[src/rtl/pmesh_pkg.sv]
// Shared P-Mesh definitions: store size codes, header field positions,
// message types and the packetizer FSM state encoding.
package pmesh_pkg;

  // Store size codes; strb2mask emits pieces using the same encoding.
  localparam logic [2:0] SIZE_1B = 3'b001;
  localparam logic [2:0] SIZE_2B = 3'b010;
  localparam logic [2:0] SIZE_4B = 3'b011;
  localparam logic [2:0] SIZE_8B = 3'b100;

  // Header flit 0 field positions (LSB of each field).
  localparam int HDR_CHIPID_LSB = 50;
  localparam int HDR_X_LSB      = 42;
  localparam int HDR_Y_LSB      = 34;
  localparam int HDR_LEN_LSB    = 22;
  localparam int HDR_MSG_LSB    = 14;
  localparam int HDR_MSHR_LSB   = 6;

  // Three flits follow header flit 0 (HDR1, HDR2, DATA).
  localparam logic [7:0] HDR_PAYLOAD_LEN = 8'd3;

  // Message type codes.
  localparam logic [7:0] MSG_STORE_REQ = 8'd20;

  typedef enum logic [2:0] {
    ST_IDLE,
    ST_HDR0,
    ST_HDR1,
    ST_HDR2,
    ST_DATA
  } state_e;

  // A piece is legal when its size code is known and the offset is
  // naturally aligned to that size.
  function automatic logic size_legal(input logic [2:0] size, input logic [2:0] off);
    case (size)
      SIZE_1B: return 1'b1;
      SIZE_2B: return (off[0] == 1'b0);
      SIZE_4B: return (off[1:0] == 2'b00);
      SIZE_8B: return (off == 3'b000);
      default: return 1'b0;
    endcase
  endfunction

endpackage

[src/rtl/pmesh_store_data_repl.sv]
// Selects the lane group addressed by (size, offset) from a 64-bit word and
// replicates it across all 64 bits, as P-Mesh expects for sub-word data.
module pmesh_store_data_repl
  import pmesh_pkg::*;
(
  input  logic [63:0] wdata_i,
  input  logic [2:0]  size_i,
  input  logic [2:0]  offset_i,
  output logic [63:0] data_o
);

  // Addressed lanes moved down to bit 0; only the low 32 bits are needed
  // because 8-byte pieces bypass the shift entirely.
  logic [31:0] shifted;
  assign shifted = 32'(wdata_i >> {offset_i, 3'b000});

  for (genvar gi = 0; gi < 8; gi++) begin : g_lane
    logic [7:0] lane_b;

    // Each output byte takes the matching byte of the replicated group.
    always_comb begin
      lane_b = 8'h00;
      case (size_i)
        SIZE_1B: lane_b = shifted[7:0];
        SIZE_2B: lane_b = shifted[(gi % 2) * 8 +: 8];
        SIZE_4B: lane_b = shifted[(gi % 4) * 8 +: 8];
        SIZE_8B: lane_b = wdata_i[gi * 8 +: 8];
        default: lane_b = 8'h00;
      endcase
    end

    assign data_o[gi * 8 +: 8] = lane_b;
  end

endmodule

[src/rtl/pmesh_store_packetizer.sv]
// Turns aligned store pieces from strb2mask into 4-flit P-Mesh store
// requests (HDR0, HDR1, HDR2, DATA) with a per-packet MSHR id.
module pmesh_store_packetizer
  import pmesh_pkg::*;
#(
  parameter int         ADDR_W      = 40,   // must lie in 4..64
  parameter logic [13:0] DEST_CHIPID = 14'd0,
  parameter logic [7:0]  DEST_X      = 8'd0,
  parameter logic [7:0]  DEST_Y      = 8'd0,
  parameter logic [7:0]  MSG_STORE   = MSG_STORE_REQ
) (
  input  logic              clk,
  input  logic              rst,
  input  logic              in_valid,
  output logic              in_ready,
  input  logic [7:0]        in_data_size,
  input  logic [2:0]        in_addr,
  input  logic [ADDR_W-1:0] in_base_addr,
  input  logic [63:0]       in_wdata,
  output logic              out_valid,
  input  logic              out_ready,
  output logic [63:0]       out_flit,
  output logic              err
);

  state_e              state_q, state_d;
  logic [2:0]          size_q;
  logic [2:0]          off_q;
  logic [ADDR_W-4:0]   base_q;
  logic [63:0]         wdata_q;
  logic [7:0]          mshr_q;
  logic                err_q;

  logic                in_hs;
  logic                piece_ok;
  logic [63:0]         repl_data;
  logic [63:0]         hdr0_flit;
  logic [63:0]         hdr1_flit;

  // Size code upper bits and the word address byte bits carry no meaning.
  logic                unused_bits;
  assign unused_bits = ^{in_data_size[7:3], in_base_addr[2:0]};

  // A new piece may enter while idle, or as the DATA flit leaves so that
  // packets stream back to back.
  assign in_ready  = (state_q == ST_IDLE) | ((state_q == ST_DATA) & out_ready);
  assign in_hs     = in_valid & in_ready;
  assign piece_ok  = size_legal(in_data_size[2:0], in_addr);
  assign out_valid = (state_q != ST_IDLE);
  assign err       = err_q;

  // Next-state: each flit state waits for the NoC to accept its flit.
  always_comb begin
    state_d = state_q;
    case (state_q)
      ST_IDLE: if (in_hs && piece_ok) state_d = ST_HDR0;
      ST_HDR0: if (out_ready) state_d = ST_HDR1;
      ST_HDR1: if (out_ready) state_d = ST_HDR2;
      ST_HDR2: if (out_ready) state_d = ST_DATA;
      ST_DATA: if (out_ready) state_d = (in_hs && piece_ok) ? ST_HDR0 : ST_IDLE;
      default: state_d = ST_IDLE;
    endcase
  end

  // State, captured piece, MSHR counter and the one-cycle reject pulse.
  always_ff @(posedge clk) begin
    if (rst) begin
      state_q <= ST_IDLE;
      size_q  <= '0;
      off_q   <= '0;
      base_q  <= '0;
      wdata_q <= '0;
      mshr_q  <= '0;
      err_q   <= 1'b0;
    end else begin
      state_q <= state_d;
      err_q   <= in_hs & ~piece_ok;
      if (in_hs) begin
        size_q  <= in_data_size[2:0];
        off_q   <= in_addr;
        base_q  <= in_base_addr[ADDR_W-1:3];
        wdata_q <= in_wdata;
      end
      if ((state_q == ST_DATA) && out_ready) begin
        mshr_q <= mshr_q + 8'd1;
      end
    end
  end

  pmesh_store_data_repl u_repl (
    .wdata_i  (wdata_q),
    .size_i   (size_q),
    .offset_i (off_q),
    .data_o   (repl_data)
  );

  // Header flit 0 and the full byte address for header flit 1.
  always_comb begin
    hdr0_flit = '0;
    hdr0_flit[HDR_CHIPID_LSB +: 14] = DEST_CHIPID;
    hdr0_flit[HDR_X_LSB +: 8]       = DEST_X;
    hdr0_flit[HDR_Y_LSB +: 8]       = DEST_Y;
    hdr0_flit[HDR_LEN_LSB +: 8]     = HDR_PAYLOAD_LEN;
    hdr0_flit[HDR_MSG_LSB +: 8]     = MSG_STORE;
    hdr0_flit[HDR_MSHR_LSB +: 8]    = mshr_q;
    hdr1_flit = '0;
    hdr1_flit[ADDR_W-1:0] = {base_q, off_q};
  end

  // Flit mux; driven purely from registers, so it holds under backpressure.
  always_comb begin
    out_flit = '0;
    case (state_q)
      ST_HDR0: out_flit = hdr0_flit;
      ST_HDR1: out_flit = hdr1_flit;
      ST_HDR2: out_flit = {61'd0, size_q};
      ST_DATA: out_flit = repl_data;
      default: out_flit = '0;
    endcase
  end

endmodule

[config.mk]
export PLATFORM = sky130hd
export DESIGN_NAME = pmesh_store_packetizer
export DESIGN_NICKNAME = d
export VERILOG_FILES = /design/src/rtl/pmesh_pkg.sv /design/src/rtl/pmesh_store_data_repl.sv /design/src/rtl/pmesh_store_packetizer.sv
export SDC_FILE = /design/constraint.sdc
export NUM_CORES = 1
export LEC_CHECK = 0
export ABC_AREA = 1
export CAP_MARGIN = 30
export CORE_MARGIN = 4
export CORE_UTILIZATION = 55
export DETAILED_ROUTE_END_ITERATION = 16
export PLACE_DENSITY_LB_ADDON = 0.25
export SYNTH_ARGS = -nofsm -noshare
export SYNTH_HDL_FRONTEND = slang
export SYNTH_HIERARCHICAL = 1
export SYNTH_SLANG_ARGS = --single-unit
export TNS_END_PERCENT = 50
[constraint.sdc]
create_clock -name clk -period 3.55 [get_ports clk]
set_input_delay 0.71 -clock clk [delete_from_list [all_inputs] [get_ports clk]]
set_output_delay 0.71 -clock clk [all_outputs]
set_load 0.02 [all_outputs]
# Word level (Yosys, flattened, before mapping)
# Index checks and enable logic that the tools add are counted.
# Widths: inputs -> output; s select.
op_classes:
  n_bitwise: 6
  add_sub_neg: 1
  n_eq_ne: 17
  shift: 1
  muxes: 17
  n_reduce_logical: 10
ops:
  columns: ["cell", "n"]
  rows:
  - ["$pmux 64 s4", 1]
  - ["$pmux 8 s3", 4]
  - ["$pmux 8 s4", 2]
  - ["$shr 64x6->32", 1]
  - ["$pmux 8 s2", 2]
  - ["$eq 3x2->1 const B", 6]
  - ["$mux 3", 5]
  - ["$pmux 3 s5", 1]
  - ["$eq 3x1->1 const B", 3]
  - ["$eq 3x3->1 const B", 3]
  - ["$add 8x1->8 const B", 1]
  - ["$ne 2x2->1 const B", 4]
  - ["$logic_not 3->1", 2]
  - ["$reduce_and 5->1", 1]
  - ["$pmux 1 s4", 1]
  - ["$reduce_or 2->1", 2]
  - ["$and 1x1->1", 3]
  - ["$reduce_bool 3->1", 1]
  - ["$reduce_or 3->1", 1]
  - ["$logic_and 1x1->1", 2]
  - ["$logic_not 2->1", 1]
  - ["$ne 2x1->1 const B", 1]
  - ["$not 1->1", 2]
  - ["$mux 1", 1]
  - ["$or 1x1->1", 1]
totals:
  elab_cells: 59
  input_bits: 119
  ff_bits: 119
  output_inout_bits: 67

# Depth between registers and ports, before layout
# Gate-level depths: netlist of run 1.
logic_depth:
  depth_word: 8
  ltp_mapped: 14
  ltp_nobuf: 13

# Hierarchy
# The synthesis of run 1 kept the hierarchy.
modules_own_cells:
  columns: ["mod", "n_inst", "cells_each", "area_per_inst_um2", "seq_area_each_um2"]
  rows:
  - ["pmesh_store_packetizer", 1, 693, 5103.6, 2382.3]
  - ["pmesh_store_data_repl", 1, 611, 2648.8, 0.0]

# Least setup slack after synthesis of run 1
# OpenSTA, ideal clock, no wires.
synth_path:
  kind: "register to output"
  from: "reg size_q[2]"
  to: "out out_flit[16]"
  t_arrival_ns: 1.578
  t_required_ns: 2.840
  slack_ns: 1.262
  path_stages_with_launch: 9
  path_buffers: 1
  cell_sequence: "dfxtp_1 -> nor2_4 -> nand2_2 -> inv_2 -> or2_1 -> buf_6 -> nand2_1 -> nand3_1 -> a221o_1"
synth_via:
  elab_chain_cells: 4
  elab_cells_between_ends: 7
  classes_between: "eq/ne: 4; mux: 2; reduce/logical: 1"
synth_lines:
  columns: ["element", "line", "source"]
  rows:
  - ["start, declared", "pmesh_store_packetizer.sv:27", "logic [2:0] size_q;"]
  - ["start signal, assigned", "pmesh_store_packetizer.sv:79", "size_q <= in_data_size[2:0];"]
  - ["$eq 3x1->1 or $eq 3x2->1 (tied branches)", "pmesh_store_data_repl.sv:23", "case (size_i)"]
  - ["$reduce_or 2->1 (no source line)", null, null]
  - ["$pmux 8 s3 *", "pmesh_store_data_repl.sv:23", null]
  - ["named net repl_data[16]", "pmesh_store_packetizer.sv:36", "logic [63:0] repl_data;"]
  - ["$pmux 64 s4 *", "pmesh_store_packetizer.sv:113", "case (state_q)"]
  - ["end, declared", "pmesh_store_packetizer.sv:22", "output logic [63:0] out_flit,"]
# The timed path passes the listed nets; every way through them passes the cells marked *.

# Final worst setup path of run 1
layout_path:
  from: "reg off_q[0]"
  to: "out out_flit[30]"
layout_via:
  elab_chain_cells: 3
layout_lines:
  columns: ["element", "line", "source"]
  rows:
  - ["start, declared", "pmesh_store_packetizer.sv:28", "logic [2:0] off_q;"]
  - ["start signal, assigned", "pmesh_store_packetizer.sv:80", "off_q <= in_addr;"]
  - ["$shr 64x6->32", "pmesh_store_data_repl.sv:15", "assign shifted = 32'(wdata_i >> {offset_i, 3'b000});"]
  - ["$pmux 8 s4", "pmesh_store_data_repl.sv:23", null]
  - ["named net repl_data[30]", "pmesh_store_packetizer.sv:36", null]
  - ["$pmux 64 s4", "pmesh_store_packetizer.sv:113", null]
# The timed path passes the listed nets, and every way through them passes these cells.

==> metrics, run 1 <==
outcome finished, final reports clean; Die Width 126.7 um; yosys warns 6; Most common cell on crit path nand2_1; Worst-path clk slew 60 ps; vias in the first global route 8,337; global-route wire length before repair 45,230 um; CP max stage delay 600 ps; setup_tns 0 ps; crit path capture type primary output; Final nets 1,566; core area 0.01383 sq mm; f_max 289.0 MHz; syn avg cell area 5.945 sq um; Mapped Cells 1,304; Die H 126.7 um; synthesized cell area 0.007752 sq mm; largest net degree at the start of global routing 113; antenna-violating nets left 0; worst-path cell chain buf_4 > nand2_1 > nand3_1 > nand3_1 > nand2_2 > nand2_1 > nand2_1 > inv_1 > nand2_1 > a22o_1 > clkdlybuf4s50_1; commonest non-fill, non-tap cells in the layout nand2_1 (422), nor2_1 (250), clkdlybuf4s50_1 (155); Starting Density 56.07%; power per standard cell area 651.5 mW/mm^2; number of buffers created by CTS 17; HPWL after DPL 21,060 um; initial antenna violation count 0; commonest non-fill, non-tap cell in the layout nand2_1; First-pass DRT Iterations 9; total power 6.598 mW; DR iter-0 viols 1,205; Yosys cell types 31; I/O Buffers 177; gpl congestion 1.010; Synth async-reset ratio 0%; Yosys top cell by area dfxtp_1; routed len/inst 18.02 um; Final Core Density 73.24%; CP delay by family, top buffers and inverters; Synth Register Bits 119; Longest Clk Path Bufs 2; pre-CTS WS 455.0 ps; via count 9,357; syn_nets 1,424; Post-synth EDFFs 0; clock skew 5.497 ps; GRT Util Overall 35.47%; CP Class reg -> out; crit path launch off_q[0]; RSZ-0062 raised after global routing true; Post-route DRC 0; Slowest cell on crit path clkdlybuf4s50_1; max cap viols 0; worst r2r src state_q[1]; Synth area leaders dfxtp_1 (31%), nand2_1 (20%), nor2_1 (12%), nand3_1 (7.8%), o21ai_0 (7.5%); Seq/Total Area, Yosys 30.73%; CP Max Fanout 29; CTS tree yes; Min-Delay Path Class reg -> reg; crit path DAT 2750 ps; worst endpoint required time 2840 ps; min-delay src mshr_q[1]; Via density 5.709; n_diodes 0; H-tree levels 4; worst slew pin tran 570.6 ps; fin worst setup slack 89.92 ps; Detailed Route WL 29,530 um; Layout area overhead 30.63%; row cnt 43; period utilization 97.47%; clk_lat worst skew 420 ps; crit start category register; predominant post-synthesis flop cell dfxtp_1; IO Count 186; postcts setup bufs 0; Slew headroom 61.96%; min cycle time layout 3460 ps; top-area cell type share of the netlist area 30.73%; CTS sink cnt 119; Fill cells 1,154; CP bufs+invs 3; die area 0.01606 sq mm; LEAKAGE 5.015 nW; Peak VDD IR 0.4372 mV; layout cells sized above 1 6.991%; Root Driver clkbuf_16; hold slack 513.9 ps; setup violators final 0; max-slew violations 0; total gr overflow 0; final hold violation count 0
[state kept, by name (all words and copies together), names as in the netlist]
signal / cells
wdata_q: 64
state_q: 3
size_q: 3
off_q: 3
mshr_q: 8
err: 1
base_q: 37
[per-stage QoR]
| step | instances | cell area, sq um |
|---|---|---|
| global route | 1639 | 10130 |
| detailed placement | 1606 | 9469 |
| finish | 1639 | 10130 |
| global placement | 1606 | 9469 |
| CTS | 1638 | 10040 |
| floorplan | 1304 | 7752 |
[layer usage]
metal | GRT usage, % | wire length (um)
met5 | 0 | 0
met4 | 13.69 | 1279
met3 | 7.663 | 3048
met2 | 54.64 | 13100
met1 | 48.61 | 12100
[path summary, 6_finish.rpt]
kind / endpoint / slack [ps] / cells after the start
min: mshr_q[1] / 510 / 2
max reg2reg: mshr_q[6] / 1560 / 8
max: out_flit[30] / 90 / 11
min reg2reg: mshr_q[1] / 510 / 2
[cell type report]
type                    instances  area, sq um  share of cell area (%)
inverters                      83        314.1                   3.101
repair buffers                204         2105                   20.78
multi-input cells            1021         4536                   44.79
clock buffers                  19        452.9                   4.472
clock inverters                13        111.4                   1.100
flip-flops and latches        119         2384                   23.54
well taps                     180        225.2                   2.224
[tightest hold or removal path, stage by stage, from the launching register on]
cell and delay (ps):
dfxtp_1 330, inv_1 80, a21oi_1 60
[what timing repair did]
action / 4_1_cts / 5_1_grt
resized for setup: 1 / 27
cloned: 0 / 1
endpoints found under the setup margin: 1 / 43
hold buffers: 0 / 0
[cells by family (layout without fill, tap and decap cells)]
| family | Yosys count | count (layout) | synth area share [%] |
|---|---|---|---|
| AO/OA/AOI/OAI | 192 | 192 | 14.72 |
| adder cells (fa/ha/maj) | 1 | 1 | 0.1614 |
| buffers and inverters | 164 | 319 | 10.83 |
| flip-flops | 119 | 119 | 30.73 |
| AND/OR/NAND/NOR | 828 | 828 | 43.56 |
[Yosys cell counts, types with 2 or more instances]
| cell | instances |
|---|---|
| a221o_1 | 4 |
| nand4_1 | 3 |
| clkbuf_1 | 21 |
| a31oi_1 | 2 |
| inv_2 | 15 |
| o211ai_1 | 7 |
| buf_2 | 26 |
| nor2_4 | 3 |
| nor3_2 | 5 |
| buf_1 | 4 |
| buf_6 | 21 |
| nand2_1 | 422 |
| o21ai_0 | 116 |
| nor2_1 | 251 |
| nand3_1 | 121 |
| buf_4 | 9 |
| inv_1 | 68 |
| a22o_1 | 25 |
| a21boi_0 | 13 |
| dfxtp_1 | 119 |
| a21boi_1 | 3 |
| nor2_2 | 2 |
| nor3_1 | 6 |
| nand2_2 | 12 |
| a21oi_1 | 20 |
[report_power, final]
| group | switching [mW] | internal, mW |
|---|---|---|
| clock network | 0.692 | 0.950 |
| logic | 1.91 | 0.970 |
| registers | 0.407 | 1.67 |
No activity file was read; power rests on OpenSTA's default activity.
==> inputs of run 2 (changes only) <==
--- a/config.mk
+++ b/config.mk
@@ -5,11 +5,13 @@
 export SDC_FILE = /design/constraint.sdc
 export NUM_CORES = 1
 export LEC_CHECK = 0
-export ABC_AREA = 1
+export ABC_AREA = 0
 export CAP_MARGIN = 30
 export CORE_MARGIN = 4
-export CORE_UTILIZATION = 55
+export CORE_UTILIZATION = 65
+export CTS_CLUSTER_DIAMETER = 150
 export DETAILED_ROUTE_END_ITERATION = 16
+export DONT_BUFFER_PORTS = 1
 export PLACE_DENSITY_LB_ADDON = 0.25
 export SYNTH_ARGS = -nofsm -noshare
 export SYNTH_HDL_FRONTEND = slang
==> run 2 against run 1 <==
Combinational power shrank 77%. Cell count decreased by 29%. Clock power is 10% higher. Flip-flop and latch count unchanged. Design area fell by 18%. Fmax rose by 1.1%. Hold slack worse by 150 ps. Clock-buffer cell count is 5 higher. Total power is 39% lower. Critical path type unchanged.
==> metrics, run 2 <==
Top reg by flops wdata_q; Min-Delay Path Class in -> reg; Slowest cell on crit path nor2b_1; max cap viols 0 (unchanged); LEAKAGE 3.232 nW (-36%); vias in the first global route 7,039 (-16%); CP delay by family, top simple AND/OR/NAND/NOR gates; Longest Clk Path Bufs 2 (unchanged); synthesized cell area 0.007674 sq mm (-1.0%); antenna-violating nets left 0 (unchanged); commonest non-fill, non-tap cell in the layout nand2_1; min cycle time layout 3421 ps (-39.18 ps); syn avg cell area 7.357 sq um (+24%); Synth async-reset ratio 0% (unchanged); Worst-path clk slew 50 ps (about the same); total gr overflow 0 (unchanged); crit path launch off_q[1]; largest net degree at the start of global routing 120 (+6.2%); initial antenna violation count 0 (unchanged); setup_tns 0 ps (unchanged); global-route wire length before repair 39,730 um (-12%); Slew headroom 41.10% (-21 points); setup violators final 0 (unchanged); clock skew 6.171 ps (+0.6736 ps); crit path DAT 2710 ps (-40 ps); Yosys top cell by area dfxtp_1; commonest non-fill, non-tap cells in the layout nand2_1 (297), dfxtp_1 (117), a21oi_1 (116); worst endpoint required time 2840 ps (about the same); clock share of power 44.9% (+20 points); I/O Buffers 0 (-100%); outcome finished, final reports clean; most common cell in the netlist nand2_1; Mapped Cells 1,043 (-20%); final hold violation count 0 (unchanged); row cnt 39 (-9.3%); Yosys cell types 55 (+77%); Die H 116.7 um (-7.9%); Post-synth EDFFs 0 (unchanged); min-delay src rst; worst-path cell chain nor2b_1 > a222oi_1 > nand3_1 > nand4_1 > a22o_1; top flop regs wdata_q x64, base_q x37, mshr_q x8; Largest register FFs 64 (unchanged); internal power 2.883 mW (-20%); syn_nets 1,163 (-18%); H-tree levels 4 (unchanged); Starting Density 66.92% (+11 points); HPWL after DPL 19,320 um (-8.3%); CTS tree yes; Root Driver clkbuf_16; pre-CTS WS 607.8 ps (+152.8 ps); Final nets 1,125 (-28%); max-slew violations 0 (unchanged); fin worst setup slack 129.1 ps (+39.18 ps); CP max stage delay 600 ps (about the same); Die Width 116.7 um (-7.9%); proportion of power drawn by flip-flops and latches 38.4% (+7.0 points); CP Class reg -> out; crit path capture type primary output; number of buffers created by CTS 17 (unchanged); CP Max Fanout 11 (-62%); total power 4.032 mW (-39%); RSZ-0062 raised after global routing false; Synth Register Bits 119 (unchanged); layout cells sized above 1 8.456% (+1.5 points); period utilization 96.36% (-1.1 points); predominant post-synthesis flop cell dfxtp_1; DR iter-0 viols 989 (-18%); worst slew pin tran 874.2 ps (+303.6 ps); n_diodes 0 (unchanged); gpl congestion 1.077 (+6.6%); yosys warns 6 (unchanged); via count 7,719 (-18%); combinational share of power 16.7% (-27 points); power per standard cell area 486.3 mW/mm^2 (-25%); GRT Util Overall 38.71% (+3.2 points); IO Count 186 (unchanged); top cells by count, synth nand2_1 (297), dfxtp_1 (119), a21oi_1 (116), mux2i_1 (79), nand3_1 (55); Post-route DRC 0 (unchanged); core area 0.01147 sq mm (-17%); routed len/inst 22.90 um (+27%); worst r2r src state_q[0]; switching power 1.149 mW (-62%); f_max 292.3 MHz (+1.1%); Via density 6.654 (+17%); clk_lat worst skew 420 ps (about the same); Seq/Total Area, Yosys 31.05% (+0.32 points); Peak VDD IR 0.5085 mV (+16%); Layout area overhead 8.055%; First-pass DRT Iterations 7 (-2); Synth area leaders dfxtp_1 (31%), nand2_1 (15%), mux2i_1 (10%), a21oi_1 (7.6%), a22o_1 (4.0%); crit start category register; CTS sink cnt 119 (unchanged); Switching Fraction 28.50% (-17 points); CP bufs+invs 0 (-3); die area 0.01361 sq mm (-15%); Detailed Route WL 26,560 um (-10%); top-area cell type share of the netlist area 31.05% (+0.32 points)
run 2: cell count changes after synthesis, sizes merged, moves of 66 or more:
cell   previous run  this run
a21oi            20       116
inv              83        17
mux2i             0        79
nand2           435       297
nor2            256        19
o21ai           117        28
run 2: per-stage QoR:
stage	util, %	area [sq um]	std cells	hold WS (ps)
6_report	72.31	8292	1160	360.3
5_1_grt	72.31	8292	1160	357.4
4_1_cts	72.31	8292	1160	353.2
3_5_place_dp	66.84	7665	1129	442.0
3_3_place_gp	66.84	7665	1129	436.4
2_1_floorplan	-	7674	1043	436.0
run 2: final cells by class:
class	instances	area, sq um
sequential	119	2385
fill	958	3176
clock buffer	24	511.7
inverter	17	63.81
tap	143	178.9
multi-input combinational	818	4735
clock inverter	7	115.1
timing repair buffer	32	302.8
run 2: worst reg2reg max path, cell delays in order (launching register included):
cell	delay [ps]
dfxtp_1	500
nor2_4	220
and3_4	780
buf_4	370
nand2_1	90
a21oi_1	130
run 2: power groups by stage:
stage	combinational (mW)	clock, mW	sequential, mW
floorplan	0.534	0	1.51
global placement	0.640	0	1.57
detailed placement	0.650	0	1.57
CTS	0.655	1.82	1.54
global route	0.729	1.88	1.56
finish	0.672	1.81	1.55
run 2: worst paths after layout:
path                        to  slack [ps]  depth (start not counted)
hold reg to reg     base_q[10]         450                          2
setup reg to reg     size_q[2]        1400                          5
hold / removal     wdata_q[58]         360                          1
setup / recovery  out_flit[25]         130                          5
run 2: kinds of logic after synthesis:
kind of cell / Yosys count / synth area share (%)
flops: 119 / 31.05
xor+xnor: 8 / 0.9131
fa+ha+maj: 1 / 0.1630
compound gates: 244 / 20.19
mux: 87 / 11.48
simple gates: 478 / 28.70
buf+inv: 106 / 7.517
run 2: per-layer routing:
layer | track usage [%] | vias up | part of all wire [%]
li1 | - | 3566 | -
met1 | 50.81 | 3574 | 39
met2 | 57.09 | 498 | 43
met3 | 12.23 | 81 | 13
met4 | 19.88 | 0 | 4.9
met5 | 0 | - | 0
run 2: repair_timing:
item                                    4_1_cts  5_1_grt
endpoints found under the setup margin        0        1
hold buffers                                  0        0
buffers inserted                              0        0
gates resized for setup                       0        1
hold endpoints to repair                      0        0
==> inputs of run 3 (changes only) <==
--- a/config.mk
+++ b/config.mk
@@ -7,6 +7,7 @@
 export LEC_CHECK = 0
 export ABC_AREA = 0
 export CAP_MARGIN = 30
+export CORE_ASPECT_RATIO = 1.5
 export CORE_MARGIN = 4
 export CORE_UTILIZATION = 65
 export CTS_CLUSTER_DIAMETER = 150
==> run 3 against run 2 <==
Critical path depth increased by 2. Global-route usage shrank 0.36 points. Clock power up 9%. Die area rose by 0.26%. Clock skew grew 1.0 ps. Core utilization increased by 0.45 points. Via count increased by 1.3%. Critical endpoint is now out_flit[18].
==> metrics, run 3 (synthesis gave the netlist of run 2 again) <==
CTS tree yes; crit start category register; final hold violation count 0 (unchanged); post-route cell area 0.008389 sq mm (+1.2%); period utilization 97.69% (+1.3 points); met3 Usage GRT 8.861% (-3.4 points); IO Count 186 (unchanged); Final nets 1,134 (+0.80%); met1 Resource Use GR 43.74% (-7.1 points); Slew headroom 45.50% (+4.4 points); vias in the first global route 7,207 (+2.4%); max-slew violations 0 (unchanged); via count 7,816 (+1.3%); Top reg by flops wdata_q; setup violators final 0 (unchanged); worst slew pin tran 809.0 ps (-65.23 ps); area of the multi-input gates 0.004735 sq mm (unchanged); top flop regs wdata_q x64, base_q x37, mshr_q x8; Die Width 96.72 um (-17%); initial antenna violation count 0 (unchanged); Fill cells 974 (+1.7%); antenna-violating nets left 0 (unchanged); I/O Buffers 0 (unchanged); f_max 288.3 MHz (-1.4%); Finished Layout Cells 1,177 (+1.5%); GRT Util Overall 38.35% (-0.36 points); commonest non-fill, non-tap cell in the layout nand2_1; placed cells 1,144 (+1.3%); outcome finished, final reports clean; global-route wire length before repair 40,830 um (+2.8%); Detailed Route WL 27,150 um (+2.2%); total gr overflow 0 (unchanged); gpl congestion 1.071 (-0.53%); H-tree levels 4 (unchanged); Peak VDD IR 0.3862 mV (-24%); largest net degree at the start of global routing 120 (unchanged); Starting Density 66.55% (-0.37 points); Layout area overhead 9.327%; Placed Area 0.007691 sq mm (+0.34%); CTS sink cnt 119 (unchanged); Die H 141.1 um (+21%); crit path capture type primary output; row cnt 48 (+23%); Min-Delay Path Class in -> reg; met2 Usage GRT 62.88% (+5.8 points); routed len/inst 23.07 um (+0.75%); core area 0.01153 sq mm (+0.56%); number of buffers created by CTS 17 (unchanged); power per standard cell area 501.7 mW/mm^2 (+3.2%); layout cells sized above 1 9.348% (+0.89 points); First-pass DRT Iterations 5 (-2); Longest Clk Path Bufs 2 (unchanged); clock skew 7.213 ps (+1.042 ps); commonest non-fill, non-tap cells in the layout nand2_1 (297), dfxtp_1 (117), a21oi_1 (116); RSZ-0062 raised after global routing false; max cap viols 0 (unchanged); crit path DAT 2760 ps (+50 ps); postcts setup bufs 0 (unchanged); CP Max Fanout 19 (+8); die area 0.01364 sq mm (+0.26%); worst endpoint required time 2840 ps (about the same); DR iter-0 viols 874 (-12%); n_diodes 0 (unchanged); CP Class reg -> out; Via density 6.641 (-0.21%); grt peak-use layer met2; setup_tns 0 ps (unchanged); HPWL after DPL 19,990 um (+3.5%); hold slack 363.7 ps (+3.444 ps); LEAKAGE 3.296 nW (+2.0%); Root Driver clkbuf_16; total power 4.209 mW (+4.4%); register area 0.002387 sq mm (+0.10%); Post-route DRC 0 (unchanged); Largest register FFs 64 (unchanged); Worst-path clk slew 60 ps (about the same); clk_lat worst skew 420 ps (about the same); min cycle time layout 3468 ps (+47.28 ps)
==> run 3: worst paths after layout <==
| path | startpoint | end | slack (ps) | depth (start not counted) |
|---|---|---|---|---|
| worst max register to register | state_q[2] | mshr_q[3] | 1540 | 3 |
| worst min register to register | base_q[14] | base_q[14] | 450 | 2 |
| worst min-delay path | rst | base_q[0] | 360 | 1 |
| worst max-delay path | off_q[1] | out_flit[18] | 80 | 7 |
==> run 3: cell type report <==
type	instances	share of cell area [%]
inverters	17	0.7606
clock buffers	18	5.116
well taps	150	2.237
clock inverters	14	2.938
multi-input cells	818	56.44
repair buffers	41	4.057
flip-flops and latches	119	28.46
==> run 3: report_power, final <==
group | internal, mW | leakage, nW | switching (mW)
sequential | 1.42 | 0.979 | 0.128
clock | 1.32 | 0.329 | 0.655
combinational | 0.253 | 1.99 | 0.425
==> run 3: metal layers <==
layer	part of all wire, %	routed length [um]
met1	36	9647
met4	8.0	2173
met5	0	0
met3	9.6	2618
met2	47	12710
==> run 3: per-stage QoR <==
step	utilization (%)	setup slack, ps
2_1_floorplan	-	1040
3_3_place_gp	66.57	577.6
3_5_place_dp	66.70	605.9
4_1_cts	72.56	151.1
5_1_grt	72.75	25.58
6_report	72.75	81.83
==> run 3: timing repair <==
action	CTS	global route
resized for setup	0	1
hold buffers	0	0
endpoints found under the setup margin	0	1
==> run 3: worst max-delay path, cell delays in order, from the launching register on <==
cell	delay (ps)
dfxtp_1	490
buf_4	360
nor2_2	180
a22oi_1	360
nand3_1	290
o2111ai_1	220
nand2_1	100
o21ai_0	330
